--- src/rtl/horner_stream_loader.sv ---
// Ingest stage for the horner core: splits one AXI-Stream frame into header, weight,
// matrix and vector segments and drives registered write ports into the core buffers.
module horner_stream_loader #(
    parameter int DATA_WIDTH = 16,
    parameter int LANES      = 4,
    parameter int ORI_NUM    = 8,
    parameter int INT_NUM    = 35,
    parameter int LAY_NUM    = 5,
    parameter int AW         = 6
) (
    input  logic                        s00_axis_aclk,
    input  logic                        s00_axis_reset,
    input  logic [LANES*DATA_WIDTH-1:0] s00_axis_tdata,
    input  logic                        s00_axis_tvalid,
    output logic                        s00_axis_tready,
    input  logic                        s00_axis_tlast,
    input  logic                        core_busy,
    output logic [31:0]                 cal_num,
    output logic                        w_we,
    output logic [AW-1:0]               w_addr,
    output logic [31:0]                 w_data,
    output logic                        m_we,
    output logic [1:0]                  m_addr,
    output logic [LANES*DATA_WIDTH-1:0] m_data,
    output logic                        v_we,
    output logic [AW-1:0]               v_addr,
    output logic [LANES*DATA_WIDTH-1:0] v_data,
    output logic                        frame_start,
    output logic                        frame_done,
    output logic                        err_tlast,
    output logic                        err_wovf
);
    localparam int BEAT_W     = LANES * DATA_WIDTH;
    localparam int WEIGHT_NUM = 3 * ORI_NUM + INT_NUM - LAY_NUM + 3;
    localparam int VEC_NUM    = ORI_NUM + INT_NUM + LAY_NUM + 3;
    localparam logic [AW-1:0] W_LAST = AW'(WEIGHT_NUM - 1);
    localparam logic [AW-1:0] M_LAST = AW'(2);
    localparam logic [AW-1:0] V_LAST = AW'(VEC_NUM - 1);

    localparam logic [2:0] ST_HDR   = 3'd0;
    localparam logic [2:0] ST_WGT   = 3'd1;
    localparam logic [2:0] ST_MAT   = 3'd2;
    localparam logic [2:0] ST_VEC   = 3'd3;
    localparam logic [2:0] ST_DRAIN = 3'd4;

    // A weight fits in 32 bits when bits [63:31] are a pure sign extension.
    function automatic logic fits_q32(input logic [BEAT_W-1:0] d);
        return (&d[BEAT_W-1:31]) || !(|d[BEAT_W-1:31]);
    endfunction

    logic [2:0]        state_q, state_d;
    logic [AW-1:0]     cnt_q, cnt_d;
    logic              drain_first_q, drain_first_d;
    logic              tready_q, tready_d;
    logic [31:0]       cal_num_q, cal_num_d;
    logic              w_we_q, w_we_d;
    logic [AW-1:0]     w_addr_q, w_addr_d;
    logic [31:0]       w_data_q, w_data_d;
    logic              m_we_q, m_we_d;
    logic [1:0]        m_addr_q, m_addr_d;
    logic [BEAT_W-1:0] m_data_q, m_data_d;
    logic              v_we_q, v_we_d;
    logic [AW-1:0]     v_addr_q, v_addr_d;
    logic [BEAT_W-1:0] v_data_q, v_data_d;
    logic              frame_start_q, frame_start_d;
    logic              frame_done_q, frame_done_d;
    logic              err_tlast_q, err_tlast_d;
    logic              err_wovf_q, err_wovf_d;
    logic              accept;

    // Gating with reset keeps tready low throughout the reset cycle itself.
    assign s00_axis_tready = tready_q && !s00_axis_reset;
    assign accept          = s00_axis_tvalid && s00_axis_tready;

    always_comb begin
        state_d       = state_q;
        cnt_d         = cnt_q;
        drain_first_d = drain_first_q;
        cal_num_d     = cal_num_q;
        w_we_d        = 1'b0;
        w_addr_d      = w_addr_q;
        w_data_d      = w_data_q;
        m_we_d        = 1'b0;
        m_addr_d      = m_addr_q;
        m_data_d      = m_data_q;
        v_we_d        = 1'b0;
        v_addr_d      = v_addr_q;
        v_data_d      = v_data_q;
        frame_start_d = 1'b0;
        frame_done_d  = 1'b0;
        err_tlast_d   = err_tlast_q;
        err_wovf_d    = err_wovf_q;

        case (state_q)
            ST_HDR: if (accept) begin
                cal_num_d     = s00_axis_tdata[31:0];
                cnt_d         = '0;
                frame_start_d = 1'b1;
                state_d       = ST_WGT;
            end
            ST_WGT: if (accept) begin
                w_we_d   = 1'b1;
                w_addr_d = cnt_q;
                w_data_d = s00_axis_tdata[31:0];
                if (!fits_q32(s00_axis_tdata)) err_wovf_d = 1'b1;
                if (cnt_q == W_LAST) begin
                    cnt_d   = '0;
                    state_d = ST_MAT;
                end else begin
                    cnt_d = cnt_q + AW'(1);
                end
            end
            ST_MAT: if (accept) begin
                m_we_d   = 1'b1;
                m_addr_d = cnt_q[1:0];
                m_data_d = s00_axis_tdata;
                if (cnt_q == M_LAST) begin
                    cnt_d   = '0;
                    state_d = ST_VEC;
                end else begin
                    cnt_d = cnt_q + AW'(1);
                end
            end
            ST_VEC: if (accept) begin
                v_we_d   = 1'b1;
                v_addr_d = cnt_q;
                v_data_d = s00_axis_tdata;
                if (cnt_q == V_LAST) begin
                    frame_done_d  = 1'b1;
                    drain_first_d = 1'b1;
                    state_d       = ST_DRAIN;
                end else begin
                    cnt_d = cnt_q + AW'(1);
                end
            end
            ST_DRAIN: begin
                // The first drain cycle is unconditional so the core has time to raise busy.
                drain_first_d = 1'b0;
                if (!drain_first_q && !core_busy) state_d = ST_HDR;
            end
            default: state_d = ST_HDR;
        endcase

        if (accept && s00_axis_tlast && !(state_q == ST_VEC && cnt_q == V_LAST))
            err_tlast_d = 1'b1;

        tready_d = (state_d != ST_DRAIN);
    end

    always_ff @(posedge s00_axis_aclk) begin
        if (s00_axis_reset) begin
            state_q       <= ST_HDR;
            cnt_q         <= '0;
            drain_first_q <= 1'b0;
            tready_q      <= 1'b0;
            cal_num_q     <= '0;
            w_we_q        <= 1'b0;
            w_addr_q      <= '0;
            w_data_q      <= '0;
            m_we_q        <= 1'b0;
            m_addr_q      <= '0;
            m_data_q      <= '0;
            v_we_q        <= 1'b0;
            v_addr_q      <= '0;
            v_data_q      <= '0;
            frame_start_q <= 1'b0;
            frame_done_q  <= 1'b0;
            err_tlast_q   <= 1'b0;
            err_wovf_q    <= 1'b0;
        end else begin
            state_q       <= state_d;
            cnt_q         <= cnt_d;
            drain_first_q <= drain_first_d;
            tready_q      <= tready_d;
            cal_num_q     <= cal_num_d;
            w_we_q        <= w_we_d;
            w_addr_q      <= w_addr_d;
            w_data_q      <= w_data_d;
            m_we_q        <= m_we_d;
            m_addr_q      <= m_addr_d;
            m_data_q      <= m_data_d;
            v_we_q        <= v_we_d;
            v_addr_q      <= v_addr_d;
            v_data_q      <= v_data_d;
            frame_start_q <= frame_start_d;
            frame_done_q  <= frame_done_d;
            err_tlast_q   <= err_tlast_d;
            err_wovf_q    <= err_wovf_d;
        end
    end

    assign cal_num     = cal_num_q;
    assign w_we        = w_we_q;
    assign w_addr      = w_addr_q;
    assign w_data      = w_data_q;
    assign m_we        = m_we_q;
    assign m_addr      = m_addr_q;
    assign m_data      = m_data_q;
    assign v_we        = v_we_q;
    assign v_addr      = v_addr_q;
    assign v_data      = v_data_q;
    assign frame_start = frame_start_q;
    assign frame_done  = frame_done_q;
    assign err_tlast   = err_tlast_q;
    assign err_wovf    = err_wovf_q;
endmodule

--- config.mk ---
export PLATFORM = sky130hd
export DESIGN_NAME = horner_stream_loader
export DESIGN_NICKNAME = d
export VERILOG_FILES = /design/src/rtl/horner_stream_loader.sv
export SDC_FILE = /design/constraint.sdc
export NUM_CORES = 1
export LEC_CHECK = 0
export CAP_MARGIN = 5
export CORE_ASPECT_RATIO = 1.75
export CORE_MARGIN = 4
export CORE_UTILIZATION = 48
export CTS_CLUSTER_SIZE = 28
export DETAILED_ROUTE_END_ITERATION = 16
export GPL_TIMING_DRIVEN = 1
export PLACE_DENSITY = 0.91
export SETUP_SLACK_MARGIN = 0.4
export SYNTH_ARGS = -nofsm -noshare
export SYNTH_HDL_FRONTEND = slang
export SYNTH_SLANG_ARGS = --single-unit
--- constraint.sdc ---
create_clock -name s00_axis_aclk -period 5.69 [get_ports s00_axis_aclk]
set_clock_uncertainty 0.15 [all_clocks]
set_input_delay 0.569 -clock s00_axis_aclk [delete_from_list [all_inputs] [get_ports s00_axis_aclk]]
set_output_delay 0.569 -clock s00_axis_aclk [all_outputs]
set_load 0.1 [all_outputs]
==> flow_metrics.tcl <==
set metrics [dict create \
    status "finished, final reports clean" \
    power_frac_comb_pct 7.0 \
    nFillCells 1215 \
    numPortBuffers 282 \
    drt_wl_total_mm 26.4 \
    area_growth_pct 43.2 \
    min_period_over_period_pct 53.5 \
    htree_levels 1 \
    p_int_mw 2.52 \
    yosysUniqueCellTypes 42 \
    worstPathRequired_ns 4.97 \
    layout_common_cells "415 x nand2_1, 281 x clkdlybuf4s50_1, 224 x dfxtp_1, 209 x a21oi_1, 21 x clkbuf_16" \
    cap_violations 0 \
    die_w_um 106 \
    ir_drop_v 0.000298 \
    power.density_nw_per_um2 284 \
    numCtsBuffers 20 \
    drc 0 \
    fin_crit_ns 3.04 \
    crit_chain "buf_6 > nor2b_1 > clkdlybuf4s50_1" \
    clk_path_buf_depth 3 \
    grt_pass1_vias 7855 \
    vias 8013 \
    cp_num_buf_inv 2 \
    hold_path.class "flip-flop to flip-flop" \
    cts_resized 0 \
    die_area_um2 19000 \
    path_clk_slew_ns 0.07 \
    fin_nets 1321 \
    mostFrequentLayoutCell "nand2_1" \
    dp_hpwl_mm 17.3 \
    p_sw_mw 0.759 \
    drive_gt1_share_pct 3.96 \
    crit_fanout 128 \
    cp_top_family "buffers and inverters" \
    arrival_ns 2.32 \
    grt_use_total_pct 26.8 \
    yosysSeqAreaShare_pct 55.6 \
    pwr-share-clk_pct 44.6 \
    drtIter0Drc 374 \
    die_h_um 180 \
    gp_congestion 0.841 \
    antenna_cells 0 \
    drv_slew 0 \
    setup_tns_ns 0 \
    syn_area_um2 8070 \
    hold_viol 0 \
    avgSynthCellArea_um2 7.94 \
    syn_inst 1016 \
    path_class "primary input to output port" \
    fmax_mhz 329 \
    worst_setup_path_start_kind "primary input" \
    dpl_cell_area_um2 10800 \
    ios 283 \
    grt_max_degree 129 \
    post_cts_buffers 0 \
    rsz0062_at_grt "false" \
    antenna_found_initial 0 \
    relSlewSlack_pct 20.3 \
    cts-root-buf "clkbuf_16" \
    slowest_delay_ns 1.00 \
    routedWlPerCell_um 17.7 \
    drtAntennaViolNets 0 \
    cts_tree "done" \
    clock_latency_ns 0.49 \
    via_per_inst 5.39 \
    async_flop_share_pct 0 \
    switching_share_pct 23.2 \
    grt_overflow_total 0 \
    fin_util_pct 70.3 \
    yosys_warnings 0 \
    endpoint_kind "output port" \
    place_ws_ns 2.30 \
    sequentialPowerShare_pct 48.4 \
    crit_slowest_cell "clkdlybuf4s50_1" \
    ys_seq_elements 224 \
    start_util_pct 49.1 \
    cts_num_sinks 224 \
    p_leak_nw 3.81 \
    design_area_um2 11600 \
    yosys_most_used_dff "dfxtp_1" \
    cts_hold_buffers 0 \
    finalSetupViolCount 0 \
    syn_nets 1088 \
    synth_edf_count 0 \
    core_um2 16400 \
    grt_first_pass_wirelength_mm 41.4 \
    rows 62 \
    worst-slew-pin-transition_ns 1.19 \
    dr.pass1.iters 5 \
    fin_ws_ns 2.65 \
]
logic make-up after synthesis:
group / share of synthesized area (%)
mux: 0.124
fa+ha+maj: 0.465
buf+inv: 5.12
compound gates: 14.4
simple gates: 23.8
xor+xnor: 0.543
flops: 55.6
path summary, 6_finish.rpt:
| path | start | to | slack, ns | cells after the start |
|---|---|---|---|---|
| worst min-delay path | m_data[20] | m_data[20] | 0.30 | 2 |
| worst max-delay path | s00_axis_reset | s00_axis_tready | 2.65 | 3 |
| worst max register to register | state_q[2] | cal_num[17] | 2.97 | 6 |
| worst min register to register | m_data[20] | m_data[20] | 0.30 | 2 |
through the flow:
| step | power [mW] | hold WS, ns | cells |
|---|---|---|---|
| 6_report | 3.28 | 0.301 | 1486 |
| 2_1_floorplan | 1.75 | 0.285 | 1016 |
| 4_1_cts | 3.30 | 0.304 | 1485 |
| 5_1_grt | 3.38 | 0.322 | 1486 |
| 3_5_place_dp | 1.85 | 0.296 | 1450 |
| 3_3_place_gp | 1.85 | 0.287 | 1450 |
worst register-to-register path: stages, from the launching register on:
cell      delay, ns
dfxtp_1        0.39
and4bb_2       0.46
nand2_1        0.09
buf_4          0.26
inv_1          0.91
nand2_1        0.21
a21oi_1        0.17
per-layer routing:
layer | GRT usage, % | up-vias | wire (um)
li1 | - | 3790 | -
met1 | 28.0 | 3768 | 9040
met2 | 47.4 | 353 | 13400
met3 | 6.53 | 102 | 2070
met4 | 16.4 | 0 | 1810
met5 | 0 | - | 0
power by group through the flow:
stage	clock (mW)	sequential (mW)	combinational (mW)
detailed placement	0	1.62	0.228
CTS	1.48	1.59	0.229
finish	1.46	1.59	0.231
global route	1.55	1.59	0.240
floorplan	0	1.69	0.0541
global placement	0	1.62	0.227
final cells by class:
type | instances | area, um^2 | area share (%)
well taps | 224 | 280 | 2.42
clock buffers | 23 | 543 | 4.70
flip-flops and latches | 224 | 4480 | 38.8
multi-input cells | 707 | 3180 | 27.5
inverters | 8 | 30.0 | 0.260
repair buffers | 288 | 2880 | 24.9
clock inverters | 12 | 166 | 1.44
sequential cells by signal, summed over array words and instances (netlist names):
register       flops
m_data            64
m_we               1
frame_start        1
w_we               1
err_wovf           1
state_q            3
v_addr             6
frame_done         1
cal_num           32
m_addr             2
cnt_q              6
w_data            32
tready_q           1
err_tlast          1
drain_first_q      1
w_addr             6
v_we               1
v_data            64
synthesized netlist by cell type (2+ instances only):
library cell | instances | share of area, %
nand2_1 | 415 | 19
dfxtp_1 | 224 | 56
a21oi_1 | 209 | 13
clkbuf_1 | 41 | 1.9
buf_2 | 21 | 1.3
nand4_1 | 13 | 1.0
buf_4 | 12 | 1.1
nor3_1 | 12 | 0.74
nor4_1 | 7 | 0.54
nor2_1 | 6 | 0.28
inv_1 | 5 | 0.23
nand3_1 | 4 | 0.25
o21ai_0 | 4 | 0.25
xor2_1 | 4 | 0.43
buf_6 | 3 | 0.42
ha_1 | 3 | 0.47
inv_2 | 3 | 0.14
o211ai_1 | 3 | 0.28
and3b_1 | 2 | 0.22
nand2b_1 | 2 | 0.15
o31ai_1 | 2 | 0.19
No activity file was read; power rests on OpenSTA's default activity.
